<file path="src/rtl/pc_unit_pkg.sv">
// rtl/pc_unit_pkg.sv - shared types and defaults for the program-counter unit
// Contents: FSM state type, next-PC source encoding, default reset vector and increment.
package pc_unit_pkg;

    typedef enum logic {
        PC_IDLE,
        PC_RUN
    } pc_state_t;

    typedef enum logic [2:0] {
        SRC_REDIR,
        SRC_PEND,
        SRC_RAS,
        SRC_JUMP,
        SRC_SEQ
    } pc_src_t;

    localparam logic [31:0] DEFAULT_RESET_VEC = 32'h0000_0000;
    localparam logic [31:0] DEFAULT_INC       = 32'd4;

endpackage

</file>
<file path="src/rtl/pc_ras.sv">
// rtl/pc_ras.sv - circular return-address stack with saturating count
// Ports: clk_i, rst_i (sync active-low), clear_i, push_i, pop_i, push_data_i,
//        top_o (entry at top pointer), empty_o, full_o.
module pc_ras #(
    parameter int XLEN  = 32,
    parameter int DEPTH = 4
) (
    input  logic            clk_i,
    input  logic            rst_i,
    input  logic            clear_i,
    input  logic            push_i,
    input  logic            pop_i,
    input  logic [XLEN-1:0] push_data_i,
    output logic [XLEN-1:0] top_o,
    output logic            empty_o,
    output logic            full_o
);
    localparam int PW = $clog2(DEPTH);
    localparam int CW = PW + 1;
    localparam logic [CW-1:0] CNT_MAX = CW'(DEPTH);

    logic [XLEN-1:0] mem_q [DEPTH];
    logic [PW-1:0]   ptr_q;
    logic [PW-1:0]   ptr_inc;
    logic [PW-1:0]   ptr_dec;
    logic [CW-1:0]   cnt_q;

    assign ptr_inc = ptr_q + 1'b1;
    assign ptr_dec = ptr_q - 1'b1;

    always_ff @(posedge clk_i) begin
        if (!rst_i || clear_i) begin
            ptr_q <= '0;
            cnt_q <= '0;
        end else if (push_i && pop_i) begin
            // Replace-in-place keeps the pointer; an empty stack gains its first entry.
            if (cnt_q == '0) begin
                cnt_q <= CW'(1);
            end
        end else if (push_i) begin
            // When full the pointer still advances and silently drops the oldest entry.
            ptr_q <= ptr_inc;
            if (cnt_q != CNT_MAX) begin
                cnt_q <= cnt_q + 1'b1;
            end
        end else if (pop_i && (cnt_q != '0)) begin
            ptr_q <= ptr_dec;
            cnt_q <= cnt_q - 1'b1;
        end
    end

    // Entries carry no reset; an empty stack is never consulted for a target.
    always_ff @(posedge clk_i) begin
        if (rst_i && !clear_i) begin
            if (push_i && pop_i) begin
                mem_q[ptr_q] <= push_data_i;
            end else if (push_i) begin
                mem_q[ptr_inc] <= push_data_i;
            end
        end
    end

    assign top_o   = mem_q[ptr_q];
    assign empty_o = (cnt_q == '0);
    assign full_o  = (cnt_q == CNT_MAX);

endmodule

</file>
<file path="src/rtl/pc_unit.sv">
// rtl/pc_unit.sv - fetch program counter with RAS prediction and stall-safe redirects
// Ports: clk_i, rst_i (sync active-low), start_i, stall_i, mem_stall_i, pc_write_i,
//        redirect_valid_i/redirect_pc_i, jump_valid_i/jump_pc_i, call_i, link_pc_i, ret_i,
//        pc_o, running_o, pending_o, ras_empty_o, ras_full_o.
module pc_unit
    import pc_unit_pkg::*;
#(
    parameter int              XLEN      = 32,
    parameter logic [XLEN-1:0] RESET_VEC = XLEN'(DEFAULT_RESET_VEC),
    parameter logic [XLEN-1:0] INC       = XLEN'(DEFAULT_INC),
    parameter int              RAS_DEPTH = 4
) (
    input  logic            clk_i,
    input  logic            rst_i,
    input  logic            start_i,
    input  logic            stall_i,
    input  logic            mem_stall_i,
    input  logic            pc_write_i,
    input  logic            redirect_valid_i,
    input  logic [XLEN-1:0] redirect_pc_i,
    input  logic            jump_valid_i,
    input  logic [XLEN-1:0] jump_pc_i,
    input  logic            call_i,
    input  logic [XLEN-1:0] link_pc_i,
    input  logic            ret_i,
    output logic [XLEN-1:0] pc_o,
    output logic            running_o,
    output logic            pending_o,
    output logic            ras_empty_o,
    output logic            ras_full_o
);
    pc_state_t       state_q, state_d;
    pc_src_t         src;
    logic [XLEN-1:0] pc_q;
    logic [XLEN-1:0] next_pc;
    logic [XLEN-1:0] pending_pc_q;
    logic            pending_q;
    logic            adv;
    logic            stop;
    logic            ras_push;
    logic            ras_pop;
    logic [XLEN-1:0] ras_top;
    logic            ras_empty;
    logic            ras_full;

    function automatic logic [XLEN-1:0] even(input logic [XLEN-1:0] a);
        return {a[XLEN-1:1], 1'b0};
    endfunction

    always_comb begin
        state_d = state_q;
        stop    = 1'b0;
        adv     = 1'b0;
        unique case (state_q)
            PC_IDLE: if (start_i) state_d = PC_RUN;
            PC_RUN: begin
                if (!start_i) begin
                    state_d = PC_IDLE;
                    stop    = 1'b1;
                end else begin
                    adv = ~stall_i & ~mem_stall_i & pc_write_i;
                end
            end
            default: state_d = PC_IDLE;
        endcase
    end

    always_comb begin
        src = SRC_SEQ;
        if (redirect_valid_i)         src = SRC_REDIR;
        else if (pending_q)           src = SRC_PEND;
        else if (ret_i && !ras_empty) src = SRC_RAS;
        else if (ret_i)               src = SRC_SEQ;
        else if (jump_valid_i)        src = SRC_JUMP;

        next_pc = pc_q + INC;
        unique case (src)
            SRC_REDIR: next_pc = even(redirect_pc_i);
            SRC_PEND:  next_pc = even(pending_pc_q);
            SRC_RAS:   next_pc = even(ras_top);
            SRC_JUMP:  next_pc = even(jump_pc_i);
            default:   next_pc = pc_q + INC;
        endcase
    end

    // Any redirect, live or captured, pre-empts the stack so speculative calls/rets are ignored.
    assign ras_push = adv & ~redirect_valid_i & ~pending_q & call_i;
    assign ras_pop  = adv & ~redirect_valid_i & ~pending_q & ret_i;

    always_ff @(posedge clk_i) begin
        if (!rst_i) begin
            state_q      <= PC_IDLE;
            pc_q         <= RESET_VEC;
            pending_q    <= 1'b0;
            pending_pc_q <= '0;
        end else begin
            state_q <= state_d;
            if (stop) begin
                pc_q      <= RESET_VEC;
                pending_q <= 1'b0;
            end else if (adv) begin
                pc_q      <= next_pc;
                pending_q <= 1'b0;
            end else if ((state_q == PC_RUN) && redirect_valid_i) begin
                pending_q    <= 1'b1;
                pending_pc_q <= redirect_pc_i;
            end
        end
    end

    pc_ras #(
        .XLEN  (XLEN),
        .DEPTH (RAS_DEPTH)
    ) u_ras (
        .clk_i       (clk_i),
        .rst_i       (rst_i),
        .clear_i     (stop),
        .push_i      (ras_push),
        .pop_i       (ras_pop),
        .push_data_i (link_pc_i),
        .top_o       (ras_top),
        .empty_o     (ras_empty),
        .full_o      (ras_full)
    );

    assign pc_o        = pc_q;
    assign running_o   = (state_q == PC_RUN);
    assign pending_o   = pending_q;
    assign ras_empty_o = ras_empty;
    assign ras_full_o  = ras_full;

endmodule

</file>
<file path="config.mk">
export PLATFORM = sky130hd
export DESIGN_NAME = pc_unit
export DESIGN_NICKNAME = d
export VERILOG_FILES = /design/src/rtl/pc_unit_pkg.sv /design/src/rtl/pc_ras.sv /design/src/rtl/pc_unit.sv
export SDC_FILE = /design/constraint.sdc
export NUM_CORES = 1
export LEC_CHECK = 0
export ABC_AREA = 1
export CORE_MARGIN = 1
export CORE_UTILIZATION = 54
export DETAILED_ROUTE_END_ITERATION = 6
export PLACE_DENSITY_LB_ADDON = 0.25
export SKIP_LAST_GASP = 1
export SYNTH_ARGS = -nofsm -noshare
export SYNTH_HDL_FRONTEND = slang
export SYNTH_HIERARCHICAL = 1
export SYNTH_SLANG_ARGS = --single-unit
</file>
<file path="constraint.sdc">
create_clock -name clk_i -period 5.9 [get_ports clk_i]
set_clock_uncertainty 0.15 [all_clocks]
set_input_delay 0.59 -clock clk_i [delete_from_list [all_inputs] [get_ports clk_i]]
set_output_delay 0.59 -clock clk_i [all_outputs]
set_load 0.1 [all_outputs]
</file>
==> results.tsv, run 1 <==
stage	metric	value	unit
sta	whs	365	ps
global_route	antenna_found_initial	1	
min_path	hold_path.class	reg -> reg	
sta	tightest_slew	1090	ps
clock_tree	cts_resized	0	
detailed_routing	antenna_left	0	
clock_tree	clk_pin_slew	70	ps
yosys	synth_nets	1183	
detailed_routing	vias	8086	
power_and_ir_drop	p_leak	4.07	nW
layout	drive_gt1_share	6.71	%
power_and_ir_drop	power_density	248	nW/um^2
setup_path	arrival	3930	ps
sta	max_freq	249	MHz
placement	place.gp.congestion	0.914	
layout	mostFrequentLayoutCells	nand2_1 (247), nor2_1 (176), clkdlybuf4s50_1 (137)	
sta	relSlewSlack	27.1	%
die	die_h	132	um
sta	fin_crit_sh	68.1	%
sta	finalMaxSlewViolations	0	
power_and_ir_drop	total_power	2.79	mW
setup_path	endpoint_kind	register	
layout	fillers	1345	
global_route	grt_usage	28.6	%
setup_path	reg2reg_setup_slack	2220	ps
clock_tree	postCtsSetupBuffers	0	
detailed_routing	drt-wirelength-per-cell	17.2	um
setup_path	slowest_stage	nor3_1	
power_and_ir_drop	ir_drop	0.239	mV
die	core	16600	um^2
detailed_routing	routed_wl	24600	um
setup_path	crit_chain	clkdlybuf4s50_1 -> or2_2 -> nor2_4 -> buf_4 -> inv_1 -> nor3_1 -> nor2_4 -> nand2_2 -> clkinv_1 -> nand2_1 -> nand3_1 -> a21oi_4 -> buf_4	
sta	hold_violations	0	
detailed_routing	drc	12	
outcome	status	complete, but fails checks	
layout	finalCoreUtilization	67.9	%
sta	fin_tns_setup	0	ps
clock_tree	root_buffer	clkbuf_16	
placement	dp_slack	1530	ps
sta	final.setup.worst_slack	1880	ps
placement	placed_area	10700	um^2
clock_tree	holdBufCountCts	0	
setup_path	start_kind	input port	
clock_tree	htreeDepth	4	
placement	portBuffers	137	
layout	stdcell_area	11300	um^2
clock_tree	cts-buffers-inserted	17	
sta	rsz0062_at_grt	false	
setup_path	criticalPathCategory	in -> reg	
outcome	violations	design-rule violations	
yosys	avgSynthCellArea	8.55	um^2
layout	syn_to_final_growth	22.6	%
global_route	grt_max_degree	64	
detailed_routing	routed_via_density	5.66	
global_route	grt_pass1_wl	38700	um
job	max_cap_viol_count	0	
die	die_area	17500	um^2
setup_path	required	5810	ps
global_route	grt_pass1_vias	7332	
yosys	yosys_warnings	6	
layout	num_antenna_cells	0	
layout	seqCellArea	5150	um^2
detailed_routing	drtIter0Drc	822	
sta	period_needed	4020	ps
setup_path	slowest_delay	610	ps
clock_tree	clk_latency	430	ps
layout	multi_input_area	3560	um^2
sta	finalSetupViolations	0	
placement	dp_hpwl	16200	um
layout	fin_cells	1428	
placement	place_inst	1396	
clock_tree	ctsLongestPathBuffers	2	
clock_tree	clkSinkCount	195	
yosys	syn_area	9190	um^2
layout	final_common_cell	nand2_1	
yosys	netlist_instances	1075	
die	rows	47	
die	io_pins	142	
detailed_routing	drtPass1Iterations	7	
die	start_util	55.4	%
layout	finalNetCount	1303	
die	die_w	132	um
setup_path	path_max_fanout	42	
global_route	gr-total-overflow	0	
clock_tree	cts_tree	built	
critical path: cells and delay by family:
kind,cells,cell delay (ps)
buffers and inverters,5,1670
AND/OR/NAND/NOR,7,1480
AO/OA/AOI/OAI,1,140
state kept, by name, indices dropped and copies added, names as in the netlist, named ones only:
register and cells:
u_ras/mem_q 124, pc_o 31, pending_pc_q 31, u_ras/cnt_q 3, u_ras/ptr_q 2, pending_o 1, running_o 1
routing by layer:
| metal | part of all wire [%] | track usage [%] |
|---|---|---|
| met1 | 43 | 39.3 |
| met2 | 47 | 46.2 |
| met3 | 7.4 | 4.02 |
| met4 | 2.7 | 10.5 |
| met5 | 0.053 | 0 |
layout make-up:
cell class | count | area share [%]
Clock buffer | 17 | 3.78
Clock inverter | 15 | 1.32
Inverter | 66 | 2.20
Multi-Input combinational cell | 766 | 31.6
Sequential cell | 195 | 45.7
Tap cell | 220 | 2.44
Timing Repair Buffer | 149 | 13.0
final timing paths:
check | startpoint | end | depth (start not counted)
worst max-delay path | mem_stall_i | u_ras/mem_q[0][27] | 13
worst min register to register | pending_pc_q[14] | pending_pc_q[14] | 2
worst max register to register | running_o | u_ras/mem_q[0][27] | 12
worst min-delay path | pending_pc_q[14] | pending_pc_q[14] | 2
where the power goes:
part	leakage, nW	switching, mW	internal [mW]	total, mW
logic	2.11	0.114	0.0881	0.202
clock network	0.272	0.529	0.596	1.12
registers	1.69	0.00779	1.46	1.46
total	4.07	0.651	2.14	2.79
(Power assumes the default switching activity.)
==> run 2: changes to the inputs <==
clock period = 4.1 ns   (was 5.9 ns; I/O delays follow)
==> run 2 against run 1 <==
The run now ends clean. Global-route usage rose by 0.59 points. Worst hold slack improved by 3.9 ps. Die area did not move. Non-clock buffer count rose by 3. Sequential share of layout area fell by 0.076 points. Register-to-register slack got worse by 990 ps. Combinational power rose by 45%. Critical endpoint is now u_ras/mem_q[0][9].
==> results.tsv, run 2 (synthesized netlist as in run 1, its figures left out) <==
stage	metric	value	unit
global_route	grt_usage	29.2	%
power_and_ir_drop	ir_drop	0.340	mV
global_route	grt_pass1_wl	39300	um
layout	regMostFlops	u_ras/mem_q	
setup_path	required	4020	ps
power_and_ir_drop	p_leak	4.10	nW
clock_tree	cts-buffers-inserted	17	
setup_path	arrival	2900	ps
detailed_routing	drtIter0Drc	919	
layout	fillers	1355	
die	rows	47	
global_route	grt_max_degree	63	
layout	largest_reg_flops	124	
setup_path	start_kind	input port	
placement	place.gp.congestion	0.888	
sta	max_freq	336	MHz
global_route	grt_pass1_vias	7466	
setup_path	r2r_end	u_ras/mem_q[0][9]	
setup_path	criticalPathCategory	in -> reg	
setup_path	endpoint_kind	register	
job	max_cap_viol_count	0	
sta	finalSetupViolations	0	
placement	dp_slack	680	ps
layout	stdcell_area	11300	um^2
global_route	antenna_found_initial	0	
detailed_routing	drtPass1Iterations	6	
layout	drive_gt1_share	6.85	%
layout	mostFrequentLayoutCells	nand2_1 (247), nor2_1 (176), clkdlybuf4s50_1 (137)	
min_path	hold_path.class	reg -> reg	
detailed_routing	drc	0	
sta	hold_violations	0	
detailed_routing	drt-wirelength-per-cell	17.4	um
die	io_pins	142	
placement	placed_area	10700	um^2
setup_path	path_max_fanout	31	
clock_tree	clk_pin_slew	70	ps
layout	num_antenna_cells	0	
sta	relSlewSlack	27.9	%
setup_path	crit_end	u_ras/mem_q[0][9]	
layout	finalNetCount	1306	
clock_tree	clkSinkCount	195	
die	core	16600	um^2
clock_tree	cts_tree	built	
clock_tree	ctsLongestPathBuffers	2	
clock_tree	htreeDepth	4	
sta	period_needed	2980	ps
clock_tree	clk_latency	430	ps
outcome	status	complete, no violations	
setup_path	worstSetupStartpoint	mem_stall_i	
clock_tree	holdBufCountCts	0	
placement	dp_hpwl	16600	um
detailed_routing	routed_via_density	5.66	
clock_tree	root_buffer	clkbuf_16	
power_and_ir_drop	total_power	4.03	mW
die	die_area	17500	um^2
setup_path	reg2reg_from	running_o	
sta	final.setup.worst_slack	1120	ps
layout	syn_to_final_growth	22.8	%
sta	finalMaxSlewViolations	0	
global_route	gr-total-overflow	0	
layout	multi_input_area	3560	um^2
setup_path	worstRegToRegCells	11	
power_and_ir_drop	power_density	357	nW/um^2
placement	portBuffers	137	
die	start_util	55.4	%
detailed_routing	vias	8096	
clock_tree	cts_resized	0	
sta	fin_tns_setup	0	ps
setup_path	reg2reg_setup_slack	1230	ps
sta	rsz0062_at_grt	false	
clock_tree	postCtsSetupBuffers	0	
sta	fin_crit_sh	72.6	%
layout	seqCellArea	5150	um^2
die	die_h	132	um
sta	tightest_slew	1080	ps
detailed_routing	routed_wl	24900	um
layout	final_common_cell	nand2_1	
detailed_routing	antenna_left	0	
die	die_w	132	um
==> run 2: cell types whose count changed in the layout (fill, tap and decap cells not counted) <==
| cell | previous run | this run |
|---|---|---|
| buf_4 | 12 | 15 |
| clkinvlp_4 | 4 | 2 |
| inv_8 | 4 | 3 |
| inv_4 | 0 | 1 |
| clkinv_1 | 3 | 2 |
| bufinv_16 | 1 | 0 |
| clkinv_2 | 1 | 3 |
| inv_6 | 3 | 2 |
| clkbuf_1 | 0 | 2 |
| clkbuf_16 | 17 | 19 |
| clkinv_4 | 1 | 0 |
==> run 2: through the flow <==
| stage | util (%) | hold slack [ps] | instances |
|---|---|---|---|
| 2_1_floorplan | - | 314 | 1075 |
| 3_3_place_gp | 64.6 | 328 | 1399 |
| 3_5_place_dp | 64.6 | 347 | 1399 |
| 4_1_cts | 68.0 | 367 | 1431 |
| 5_1_grt | 68.0 | 391 | 1431 |
| 6_report | 68.0 | 369 | 1431 |
==> run 2: final cells by class <==
class | instances | share of cell area [%]
inverters | 66 | 2.20
clock inverters | 11 | 0.776
well taps | 220 | 2.44
flip-flops and latches | 195 | 45.6
repair buffers | 152 | 13.2
multi-input cells | 766 | 31.5
clock buffers | 21 | 4.28
==> run 2: critical path, cell delays in order <==
cell,delay [ps]
clkdlybuf4s50_1,390
or2_2,320
nor2_4,90
inv_1,180
nor2_1,270
inv_2,160
nor2_4,150
nand2_2,80
nand2_1,80
nand3_1,150
a21oi_4,140
buf_4,420
==> run 2: power breakdown <==
group	internal [mW]	switching (mW)
Clock	0.863	0.761
Sequential	2.10	0.0114
Combinational	0.128	0.165
==> run 2: worst min-delay path by stage <==
stage,start,end,slack [ps],cells after the start
2_1_floorplan,pending_pc_q[13],pending_pc_q[13],310,2
3_3_place_gp,pending_pc_q[14],pending_pc_q[14],330,2
3_5_place_dp,pending_pc_q[25],pending_pc_q[25],350,2
4_1_cts,pending_pc_q[25],pending_pc_q[25],370,2
5_1_grt,pending_pc_q[21],pending_pc_q[21],390,2
6_report,pending_pc_q[25],pending_pc_q[25],370,2
==> run 2: per-layer routing <==
layer | wire, um | track usage [%]
met5 | 0 | 0
met4 | 544 | 9.64
met3 | 2210 | 5.40
met2 | 11800 | 46.7
met1 | 10300 | 40.2
